`src/rtl/uart_xcvr_param_if.sv`:
```
// ----------------------------------------------------------------------------
// uart_xcvr_param_if
// Word-level handshake bundle between the UART transceiver and its user logic.
//
//   tx_data / tx_valid / tx_ready : word to transmit, valid/ready handshake
//   tx_busy                       : a frame is being shifted out on the line
//   rx_data / rx_valid / rx_ready : received word, valid/ready handshake
//   rx_parity_err / rx_frame_err  : error flags for the word in rx_data
//   rx_overrun                    : sticky, an unread word was overwritten
//
// Modports: master = user logic, slave = transceiver.
// ----------------------------------------------------------------------------
interface uart_xcvr_param_if #(
    parameter int DATA_W = 8
);
    logic [DATA_W-1:0] tx_data;
    logic              tx_valid;
    logic              tx_ready;
    logic              tx_busy;
    logic [DATA_W-1:0] rx_data;
    logic              rx_valid;
    logic              rx_ready;
    logic              rx_parity_err;
    logic              rx_frame_err;
    logic              rx_overrun;

    modport master (
        output tx_data, tx_valid, rx_ready,
        input  tx_ready, tx_busy, rx_data, rx_valid,
        input  rx_parity_err, rx_frame_err, rx_overrun
    );

    modport slave (
        input  tx_data, tx_valid, rx_ready,
        output tx_ready, tx_busy, rx_data, rx_valid,
        output rx_parity_err, rx_frame_err, rx_overrun
    );
endinterface

```
`src/rtl/uart_xcvr_param.sv`:
```
// ----------------------------------------------------------------------------
// uart_xcvr_param
// Full-duplex UART with configurable data width (5..9), parity (none/even/odd)
// and 1 or 2 transmitted stop bits, plus a one-entry receive holding register
// with parity, framing and overrun reporting.
//
// Ports:
//   clk      system clock
//   rst      asynchronous, active-high reset
//   en       link enable (gates new TX words, forces RX to idle when low)
//   bus      uart_xcvr_param_if.slave, word handshakes for both directions
//   uart_tx  serial output, idle high
//   uart_rx  serial input, asynchronous to clk
// ----------------------------------------------------------------------------
module uart_xcvr_param #(
    parameter int CLK_HZ    = 50_000_000,
    parameter int BAUD      = 115_200,
    parameter int DATA_W    = 8,
    parameter int PARITY    = 0,
    parameter int STOP_BITS = 1
) (
    input  logic               clk,
    input  logic               rst,
    input  logic               en,
    uart_xcvr_param_if.slave   bus,
    output logic               uart_tx,
    input  logic               uart_rx
);
    // Rounded clocks per bit.
    localparam int DIV   = (CLK_HZ + BAUD / 2) / BAUD;
    localparam int CNT_W = (STOP_BITS * DIV > 1) ? $clog2(STOP_BITS * DIV) : 1;
    localparam int BIT_W = $clog2(DATA_W);

    localparam logic [CNT_W-1:0] BIT_LOAD  = CNT_W'(DIV - 1);
    localparam logic [CNT_W-1:0] HALF_LOAD = CNT_W'(DIV / 2 - 1);
    localparam logic [CNT_W-1:0] STOP_LOAD = CNT_W'(STOP_BITS * DIV - 1);
    localparam logic [BIT_W-1:0] LAST_BIT  = BIT_W'(DATA_W - 1);
    localparam logic             ODD       = (PARITY == 2);

    generate
        if (DIV < 4) begin : g_div_chk
            $error("uart_xcvr_param: CLK_HZ/BAUD must give at least 4 clocks per bit");
        end
        if (DATA_W < 5 || DATA_W > 9) begin : g_width_chk
            $error("uart_xcvr_param: DATA_W must be 5..9");
        end
        if (PARITY < 0 || PARITY > 2) begin : g_parity_chk
            $error("uart_xcvr_param: PARITY must be 0, 1 or 2");
        end
        if (STOP_BITS < 1 || STOP_BITS > 2) begin : g_stop_chk
            $error("uart_xcvr_param: STOP_BITS must be 1 or 2");
        end
    endgenerate

    // ------------------------------------------------------------------
    // Transmitter
    // ------------------------------------------------------------------
    typedef enum logic [2:0] {
        TX_IDLE, TX_START, TX_DATA, TX_PARITY, TX_STOP
    } tx_state_t;

    tx_state_t         tx_state_q;
    logic [CNT_W-1:0]  tx_cnt_q;
    logic [BIT_W-1:0]  tx_bit_q;
    logic [DATA_W-1:0] tx_shift_q;
    logic              tx_par_q;
    logic              tx_q;
    logic              tx_ready_q;

    always_ff @(posedge clk or posedge rst) begin
        if (rst) begin
            tx_state_q <= TX_IDLE;
            tx_cnt_q   <= '0;
            tx_bit_q   <= '0;
            tx_shift_q <= '0;
            tx_par_q   <= 1'b0;
            tx_q       <= 1'b1;
            tx_ready_q <= 1'b0;
        end else begin
            case (tx_state_q)
                TX_IDLE: begin
                    tx_q <= 1'b1;
                    if (bus.tx_valid && tx_ready_q) begin
                        tx_shift_q <= bus.tx_data;
                        tx_par_q   <= (^bus.tx_data) ^ ODD;
                        tx_q       <= 1'b0;
                        tx_cnt_q   <= BIT_LOAD;
                        tx_ready_q <= 1'b0;
                        tx_state_q <= TX_START;
                    end else begin
                        tx_ready_q <= en;
                    end
                end
                TX_START: begin
                    if (tx_cnt_q == '0) begin
                        tx_q       <= tx_shift_q[0];
                        tx_bit_q   <= '0;
                        tx_cnt_q   <= BIT_LOAD;
                        tx_state_q <= TX_DATA;
                    end else begin
                        tx_cnt_q <= tx_cnt_q - CNT_W'(1);
                    end
                end
                TX_DATA: begin
                    if (tx_cnt_q == '0) begin
                        if (tx_bit_q == LAST_BIT) begin
                            if (PARITY != 0) begin
                                tx_q       <= tx_par_q;
                                tx_cnt_q   <= BIT_LOAD;
                                tx_state_q <= TX_PARITY;
                            end else begin
                                tx_q       <= 1'b1;
                                tx_cnt_q   <= STOP_LOAD;
                                tx_state_q <= TX_STOP;
                            end
                        end else begin
                            // Bit 1 of the shifter is the next bit to send.
                            tx_q       <= tx_shift_q[1];
                            tx_shift_q <= tx_shift_q >> 1;
                            tx_bit_q   <= tx_bit_q + BIT_W'(1);
                            tx_cnt_q   <= BIT_LOAD;
                        end
                    end else begin
                        tx_cnt_q <= tx_cnt_q - CNT_W'(1);
                    end
                end
                TX_PARITY: begin
                    if (tx_cnt_q == '0) begin
                        tx_q       <= 1'b1;
                        tx_cnt_q   <= STOP_LOAD;
                        tx_state_q <= TX_STOP;
                    end else begin
                        tx_cnt_q <= tx_cnt_q - CNT_W'(1);
                    end
                end
                TX_STOP: begin
                    if (tx_cnt_q == '0) begin
                        // Ready rises on the same edge the FSM re-enters idle.
                        tx_ready_q <= en;
                        tx_state_q <= TX_IDLE;
                    end else begin
                        tx_cnt_q <= tx_cnt_q - CNT_W'(1);
                    end
                end
                default: begin
                    tx_q       <= 1'b1;
                    tx_state_q <= TX_IDLE;
                end
            endcase
        end
    end

    assign uart_tx      = tx_q;
    assign bus.tx_ready = tx_ready_q;
    assign bus.tx_busy  = (tx_state_q != TX_IDLE);

    // ------------------------------------------------------------------
    // Receiver
    // ------------------------------------------------------------------
    typedef enum logic [2:0] {
        RX_IDLE, RX_START, RX_DATA, RX_PARITY, RX_STOP, RX_WAIT_HIGH
    } rx_state_t;

    logic [1:0]        rx_sync_q;
    logic              rx_s;
    rx_state_t         rx_state_q;
    logic [CNT_W-1:0]  rx_cnt_q;
    logic [BIT_W-1:0]  rx_bit_q;
    logic [DATA_W-1:0] rx_shift_q;
    logic              rx_perr_q;
    logic [DATA_W-1:0] rx_data_q;
    logic              rx_valid_q;
    logic              rx_parity_err_q;
    logic              rx_frame_err_q;
    logic              rx_overrun_q;
    logic              rx_take;

    // Idle-high synchroniser so reset does not look like a start bit.
    always_ff @(posedge clk or posedge rst) begin
        if (rst) begin
            rx_sync_q <= 2'b11;
        end else begin
            rx_sync_q <= {rx_sync_q[0], uart_rx};
        end
    end

    assign rx_s    = rx_sync_q[1];
    assign rx_take = rx_valid_q && bus.rx_ready;

    always_ff @(posedge clk or posedge rst) begin
        if (rst) begin
            rx_state_q      <= RX_IDLE;
            rx_cnt_q        <= '0;
            rx_bit_q        <= '0;
            rx_shift_q      <= '0;
            rx_perr_q       <= 1'b0;
            rx_data_q       <= '0;
            rx_valid_q      <= 1'b0;
            rx_parity_err_q <= 1'b0;
            rx_frame_err_q  <= 1'b0;
            rx_overrun_q    <= 1'b0;
        end else begin
            // A read this cycle is applied first; a word landing on the same
            // edge overrides rx_valid below, giving read-then-write ordering.
            if (rx_take) begin
                rx_valid_q   <= 1'b0;
                rx_overrun_q <= 1'b0;
            end

            if (!en) begin
                rx_state_q <= RX_IDLE;
            end else begin
                case (rx_state_q)
                    RX_IDLE: begin
                        if (!rx_s) begin
                            rx_cnt_q   <= HALF_LOAD;
                            rx_state_q <= RX_START;
                        end
                    end
                    RX_START: begin
                        if (rx_cnt_q == '0) begin
                            if (rx_s) begin
                                rx_state_q <= RX_IDLE;
                            end else begin
                                rx_bit_q   <= '0;
                                rx_cnt_q   <= BIT_LOAD;
                                rx_state_q <= RX_DATA;
                            end
                        end else begin
                            rx_cnt_q <= rx_cnt_q - CNT_W'(1);
                        end
                    end
                    RX_DATA: begin
                        if (rx_cnt_q == '0) begin
                            // LSB-first: shift in from the top.
                            rx_shift_q <= {rx_s, rx_shift_q[DATA_W-1:1]};
                            rx_cnt_q   <= BIT_LOAD;
                            if (rx_bit_q == LAST_BIT) begin
                                rx_state_q <= (PARITY != 0) ? RX_PARITY : RX_STOP;
                            end else begin
                                rx_bit_q <= rx_bit_q + BIT_W'(1);
                            end
                        end else begin
                            rx_cnt_q <= rx_cnt_q - CNT_W'(1);
                        end
                    end
                    RX_PARITY: begin
                        if (rx_cnt_q == '0) begin
                            rx_perr_q  <= rx_s ^ (^rx_shift_q) ^ ODD;
                            rx_cnt_q   <= BIT_LOAD;
                            rx_state_q <= RX_STOP;
                        end else begin
                            rx_cnt_q <= rx_cnt_q - CNT_W'(1);
                        end
                    end
                    RX_STOP: begin
                        if (rx_cnt_q == '0) begin
                            rx_data_q       <= rx_shift_q;
                            rx_parity_err_q <= (PARITY != 0) && rx_perr_q;
                            rx_frame_err_q  <= !rx_s;
                            rx_valid_q      <= 1'b1;
                            if (rx_valid_q && !rx_take) begin
                                rx_overrun_q <= 1'b1;
                            end
                            // A low stop (break) must clear before re-arming.
                            rx_state_q <= rx_s ? RX_IDLE : RX_WAIT_HIGH;
                        end else begin
                            rx_cnt_q <= rx_cnt_q - CNT_W'(1);
                        end
                    end
                    RX_WAIT_HIGH: begin
                        if (rx_s) begin
                            rx_state_q <= RX_IDLE;
                        end
                    end
                    default: rx_state_q <= RX_IDLE;
                endcase
            end
        end
    end

    assign bus.rx_data       = rx_data_q;
    assign bus.rx_valid      = rx_valid_q;
    assign bus.rx_parity_err = rx_parity_err_q;
    assign bus.rx_frame_err  = rx_frame_err_q;
    assign bus.rx_overrun    = rx_overrun_q;

endmodule
```
`src/flat_wrapper.sv`:
```
// flat-port wrapper written by rule: the top's interface ports become plain ports
module uart_xcvr_param_flat 
#(
    parameter int CLK_HZ    = 50_000_000,
    parameter int BAUD      = 115_200,
    parameter int DATA_W    = 8,
    parameter int PARITY    = 0,
    parameter int STOP_BITS = 1
)
  (clk, rst, en, uart_tx, uart_rx, bus_tx_data, bus_tx_valid, bus_rx_ready, bus_tx_ready, bus_tx_busy, bus_rx_data, bus_rx_valid, bus_rx_parity_err, bus_rx_frame_err, bus_rx_overrun);
  uart_xcvr_param_if #(.DATA_W(DATA_W)) bus_i ();
  input  logic clk;
  input  logic rst;
  input  logic en;
  output logic uart_tx;
  input  logic uart_rx;
  input wire logic [$bits(bus_i.tx_data)-1:0] bus_tx_data;
  input wire logic [$bits(bus_i.tx_valid)-1:0] bus_tx_valid;
  input wire logic [$bits(bus_i.rx_ready)-1:0] bus_rx_ready;
  output wire logic [$bits(bus_i.tx_ready)-1:0] bus_tx_ready;
  output wire logic [$bits(bus_i.tx_busy)-1:0] bus_tx_busy;
  output wire logic [$bits(bus_i.rx_data)-1:0] bus_rx_data;
  output wire logic [$bits(bus_i.rx_valid)-1:0] bus_rx_valid;
  output wire logic [$bits(bus_i.rx_parity_err)-1:0] bus_rx_parity_err;
  output wire logic [$bits(bus_i.rx_frame_err)-1:0] bus_rx_frame_err;
  output wire logic [$bits(bus_i.rx_overrun)-1:0] bus_rx_overrun;
  assign bus_i.tx_data = bus_tx_data;
  assign bus_i.tx_valid = bus_tx_valid;
  assign bus_i.rx_ready = bus_rx_ready;
  assign bus_tx_ready = bus_i.tx_ready;
  assign bus_tx_busy = bus_i.tx_busy;
  assign bus_rx_data = bus_i.rx_data;
  assign bus_rx_valid = bus_i.rx_valid;
  assign bus_rx_parity_err = bus_i.rx_parity_err;
  assign bus_rx_frame_err = bus_i.rx_frame_err;
  assign bus_rx_overrun = bus_i.rx_overrun;
  uart_xcvr_param #(.CLK_HZ(CLK_HZ), .BAUD(BAUD), .DATA_W(DATA_W), .PARITY(PARITY), .STOP_BITS(STOP_BITS)) u_core (.clk(clk), .rst(rst), .en(en), .bus(bus_i), .uart_tx(uart_tx), .uart_rx(uart_rx));
endmodule
```
`config.mk`:
```
export PLATFORM = sky130hd
export DESIGN_NAME = uart_xcvr_param_flat
export DESIGN_NICKNAME = d
export VERILOG_FILES = /design/src/rtl/uart_xcvr_param_if.sv /design/src/rtl/uart_xcvr_param.sv /design/src/flat_wrapper.sv
export SDC_FILE = /design/constraint.sdc
export NUM_CORES = 1
export LEC_CHECK = 0
export ABC_AREA = 1
export CORE_MARGIN = 3
export CORE_UTILIZATION = 53
export CTS_CLUSTER_SIZE = 30
export DETAILED_ROUTE_END_ITERATION = 7
export GPL_ROUTABILITY_DRIVEN = 0
export PLACE_DENSITY = 0.74
export SETUP_SLACK_MARGIN = 0.1
export SKIP_LAST_GASP = 1
export SLEW_MARGIN = 5
export SYNTH_ARGS = -nofsm -noshare
export SYNTH_HDL_FRONTEND = slang
export SYNTH_SLANG_ARGS = --single-unit
```
`constraint.sdc`:
```
create_clock -name clk -period 3.8 [get_ports clk]
set_input_delay 0.95 -clock clk [delete_from_list [all_inputs] [get_ports clk]]
set_output_delay 0.95 -clock clk [all_outputs]
set_load 0.01 [all_outputs]
```
== After elaboration in Yosys (flattened, before gate mapping) ==
Cells that the tools add are included.

* Memories: 0
* Output and inout bits: 15
* Bits in read-only memories: 0
* Input bits: 14
* Logic and storage cells: 140
* Latch bits: 0
* Memory bits (writable): 0
* Register bits after elaboration: 61

* Multiply operators: 0
* Reduce and logical (&&, ||, !) cells: 29
* $lt $le $gt $ge: 0
* Mux-type cells: 58
* Divide/modulo/power cells: 0
* Bitwise logic cells: 1
* Shift operators: 0
* Add/subtract/negate cells: 4
* Eq/ne operators: 33

{| class="wikitable"
|+ Operators with widths
! kind !! number
|-
| 9-bit 2-to-1 mux || 8
|-
| 3-bit 2-to-1 mux || 21
|-
| 9-bit one-hot mux with 4 select lines || 1
|-
| 9-bit one-hot mux with 3 select lines || 1
|-
| 8-bit 2-to-1 mux || 3
|-
| 9-bit zero test || 2
|-
| 3-bit by 2-bit inequality test with 1-bit output (second input constant) || 6
|-
| 3-bit one-hot mux with 6 select lines || 1
|-
| 9-bit by 1-bit subtractor with 9-bit output (second input constant) || 2
|-
| 1-bit 2-to-1 mux || 16
|-
| 2-bit by 1-bit inequality test with 1-bit output (second input constant) || 8
|-
| 8-bit one-hot mux with 2 select lines || 1
|-
| 3-bit equality test (second input constant) || 5
|-
| 3-bit one-hot mux with 5 select lines || 1
|-
| 3-bit by 2-bit equality test with 1-bit output (second input constant) || 4
|-
| 2-bit inequality test (second input constant) || 6
|-
| 3-bit one-hot mux with 2 select lines || 2
|-
| 4-bit AND reduction || 3
|-
| 6-bit AND reduction || 2
|-
| 3-bit AND reduction || 3
|-
| 2-bit nonzero test || 4
|-
| 7-bit AND reduction || 1
|-
| 3-bit by 1-bit adder with 3-bit output (second input constant) || 2
|-
| 3-bit by 1-bit equality test with 1-bit output (second input constant) || 2
|-
| other kinds (14) || 20
|}

== Depth between registers and ports, before layout ==
* Depth in word-level cells: 7
* Mapped depth: 11
* Gate-level depth less buffers: 11

== Worst setup path after synthesis ==
Ideal clock, no wire load.

* Kind: input port to flip-flop
* Start: input bus_tx_valid
* End: register u_core.tx_cnt_q[5]
* Data required time: 3.671 ns
* Setup time: 0.129 ns
* Arrival: 1.665 ns
* Setup slack: 2.006 ns
* Stages on the path: 9
* Path buffers: 0
* Cell sequence: nand2_1 nand3_1 nand2_1 inv_1 nand2_2 inv_1 nand2_1 nand2_1 nand3_1

* Longest elaborated chain between the ends: 3

{| class="wikitable"
|+ RTL lines
! item !! RTL line !! text
|-
| from (decl) || flat_wrapper.sv:18 || <nowiki>input wire logic [$bits(bus_i.tx_valid)-1:0] bus_tx_valid;</nowiki>
|-
| 1-bit logical AND || uart_xcvr_param.sv:83 || <nowiki>if (bus.tx_valid && tx_ready_q) begin</nowiki>
|-
| 2-bit by 1-bit inequality test with 1-bit output (no line) || -- ||
|-
| 3-bit AND reduction (no line) || -- ||
|-
| to (signal assigned) || uart_xcvr_param.sv:101 || <nowiki>tx_cnt_q <= tx_cnt_q - CNT_W'(1);</nowiki>
|-
| to (signal assigned) || uart_xcvr_param.sv:124 || <nowiki>tx_cnt_q <= tx_cnt_q - CNT_W'(1);</nowiki>
|-
| to (signal assigned) || uart_xcvr_param.sv:133 || <nowiki>tx_cnt_q <= tx_cnt_q - CNT_W'(1);</nowiki>
|-
| to (decl) || uart_xcvr_param.sv:63 || <nowiki>logic [CNT_W-1:0] tx_cnt_q;</nowiki>
|}

Every way passes these cells.
A chain may end at the register's enable or synchronous reset.

== Final worst setup path ==
* Start: register u_core.tx_state_q[1]
* End: output bus_tx_busy

* Longest elaborated chain between the ends: 1

{| class="wikitable"
|+ RTL lines
! item !! RTL line !! text
|-
| from (decl) || uart_xcvr_param.sv:62 || <nowiki>tx_state_t tx_state_q;</nowiki>
|-
| from (signal assigned) || uart_xcvr_param.sv:72 || <nowiki>tx_state_q <= TX_IDLE;</nowiki>
|-
| from (signal assigned) || uart_xcvr_param.sv:89 || <nowiki>tx_state_q <= TX_START;</nowiki>
|-
| from (signal assigned) || uart_xcvr_param.sv:99 || <nowiki>tx_state_q <= TX_DATA;</nowiki>
|-
| 3-bit nonzero test || uart_xcvr_param.sv:155 || <nowiki>assign bus.tx_busy = (tx_state_q != TX_IDLE);</nowiki>
|-
| to (decl) || flat_wrapper.sv:21 || <nowiki>output wire logic [$bits(bus_i.tx_busy)-1:0] bus_tx_busy;</nowiki>
|}

Every way passes these cells.

==> impl_metrics.ini <==
[run_status]
status = completed

[sta]
rsz0062_at_grt = false
fmax_ghz = 0.390
layout_min_cycle_time_ns = 2.57
finalClockSkew_ns = 0.00956
final.setup.tns_ns = 0
period_share_pct = 67.5
finalSetupViolCount = 0
hold_viol_final = 0
drv_slew = 0

[clock_network]
cts_tree = built
cts_sinks = 61
post-cts-setup-buffers = 0
cts-root-buf = clkbuf_8
cts_made_buffers = 9
clock_path_buffers = 2
post_cts_resized = 0
clk_latency_ns = 0.33
cts_hold_buf = 0
path_clk_slew_ns = 0.07
htreeDepth = 3

[setup_path]
cp.arrival_ns = 1.62
path_class = reg2out
worst_setup_path_start_kind = register
required_ns = 2.85
crit_fanout = 7
worstSetupEndpointType = primary output

[yosys]
netlist_top_cells_area = dfrtp_1, nand2_1, inv_1, nand3_1, o21ai_0
avgSynthCellArea_sq_um = 8.16
synth_top_cell_area_share_pct = 43.3
ys_top_cells_by_count = nand2_1, dfrtp_1, inv_1, nand3_1, o21ai_0
syn_nets = 431
yosysTopAreaCell = dfrtp_1
synth_cells = 411
synth-main-ff-cell = dfrtp_1
synth-edff-count = 0
async_reset_ff_share_pct = 100
post_synth_instance_area_sq_um = 3360
synth_sequential_area_ratio_pct = 45.6
yosysMostFrequentCell = nand2_1
yosysUniqueCellTypes = 35
yosysWarnings = 0
yosys_register_bits = 61

[power_and_ir_drop]
p_clk_share_pct = 33.2
switching_share_pct = 33.4
peakVddDrop_mv = 0.313
power_frac_comb_pct = 23.9
power_density_nw_per_um2 = 449
p_switching_w = 0.000584
p_leak_nw = 1.91
pwr-share-seq_pct = 42.9
p_int_w = 0.00116

[cells_and_area]
fin_area_sq_um = 3890
syn_to_final_growth_pct = 15.9
nets = 464
antenna-diode-count = 0
drive_gt1_share_pct = 15.4

[detailed_routing]
drc_errors = 0
drt-total-wl_microns = 6120
via_per_inst = 5.26
drt-pass1-iter-count = 4
wl_per_cell_microns = 11.7
drtIter0Drc = 173
antenna_left = 0
vias = 2755

[die]
die_h_microns = 85.6
io_pins = 29
core_sq_um = 6030
die_area_sq_um = 7320
rows = 28
die_x_microns = 85.6
start_util_pct = 55.7

[hold_path]
hp-class = reg2reg

[grt]
grt_usage_pct = 18.2
grt_max_degree = 62
antenna_found_initial = 0
grt_pass1_vias = 2529
grt-ovfl-total = 0
grt_pass1_wl_microns = 10800

[placed_design]
io_buffers = 27
dp_hpwl_microns = 4370
dpl_cell_area_sq_um = 3690

[run]
drv_cap = 0
-- through the flow --
stage	util (%)	total power [W]	cells	hold slack (ns)	setup slack [ns]
6_report	64.5	0.00175	524	0.352	1.23
5_1_grt	64.5	0.00186	524	0.360	1.16
4_1_cts	64.5	0.00176	524	0.361	1.23
3_5_place_dp	61.2	0.00118	508	0.358	1.27
3_3_place_gp	61.2	0.00117	508	0.356	1.31
2_1_floorplan	-	0.00108	411	0.345	1.34
-- flip-flops by register name, indices dropped and copies added, names as in the netlist --
register / count
u_core.rx_sync_q: 2
u_core.rx_bit_q: 3
u_core.bus.tx_ready: 1
u_core.tx_bit_q: 3
u_core.rx_shift_q: 8
u_core.tx_cnt_q: 9
u_core.rx_state_q: 3
u_core.tx_state_q: 3
u_core.bus.rx_frame_err: 1
u_core.rx_cnt_q: 9
u_core.bus.rx_data: 8
u_core.tx_shift_q: 8
u_core.bus.rx_valid: 1
u_core.uart_tx: 1
u_core.bus.rx_overrun: 1
-- critical path: stages (launching register included) --
cell and delay (ns):
dfrtp_1 0.52, nor2_4 0.07, nand2_1 0.14, clkdlybuf4s50_1 0.56
-- routing by layer --
metal / GRT usage [%] / vias to the layer above / part of all wire [%]
met5: 0 / - / 0
met4: 8.63 / 0 / 1.5
met3: 3.36 / 7 / 4.0
met2: 27.5 / 61 / 46
met1: 25.3 / 1283 / 48
li1: - / 1404 / -
-- path summary, 6_finish.rpt --
kind                                      start                   end  slack, ns  cells after the start
max                        u_core.tx_state_q[1]           bus_tx_busy       1.23                      3
max in group asynchronous                   rst        u_core.uart_tx       2.49                      3
min                         u_core.rx_sync_q[0]   u_core.rx_sync_q[1]       0.35                      0
min reg2reg                 u_core.rx_sync_q[0]   u_core.rx_sync_q[1]       0.35                      0
max reg2reg                  u_core.rx_cnt_q[0]  u_core.rx_state_q[0]       2.03                     11
min in group asynchronous                   rst    u_core.tx_cnt_q[7]       1.00                      3
-- cell families (layout without fill, tap and decap cells) --
logic type	count (synthesis)	after routing	synth area share, %
buffers and inverters	63	101	8.31
xor gates and xnor gates	5	5	1.30
AOI/OAI and AO/OA	76	76	13.9
and+or+nand+nor	199	199	28.6
other	1	1	0.112
DFF	61	61	45.6
adders and majority gates	6	6	2.24
-- cell usage in the layout (no fill, tap or decap), types with 4 or more instances in the layout --
cell	n
nand2_1	103
dfrtp_1	58
inv_1	48
nand3_1	30
o21ai_0	28
nor2_1	27
clkdlybuf4s50_1	27
o21ai_1	17
o21ai_2	16
clkbuf_8	10
nand2_2	8
inv_2	8
a21oi_1	7
nand4_1	7
nor3_1	6
ha_1	6
nand2_4	5
nor2_2	4
xor2_1	4
o2111ai_1	4
-- area by class of cell --
class | instances | area [sq um]
inverter | 57 | 226
clock buffer | 11 | 141
multi-input combinational | 287 | 1550
clock inverter | 5 | 60.1
tap | 75 | 93.8
timing repair buffer | 28 | 290
fill | 513 | 2140
sequential | 61 | 1530
-- power groups by stage --
stage               sequential (W)  clock [W]  combinational (W)
floorplan                 0.000748          0           0.000334
global placement          0.000759          0           0.000408
detailed placement        0.000760          0           0.000417
CTS                       0.000748   0.000594           0.000419
global route              0.000755   0.000623           0.000481
finish                    0.000749   0.000579           0.000418
(Power assumes the default switching activity.)
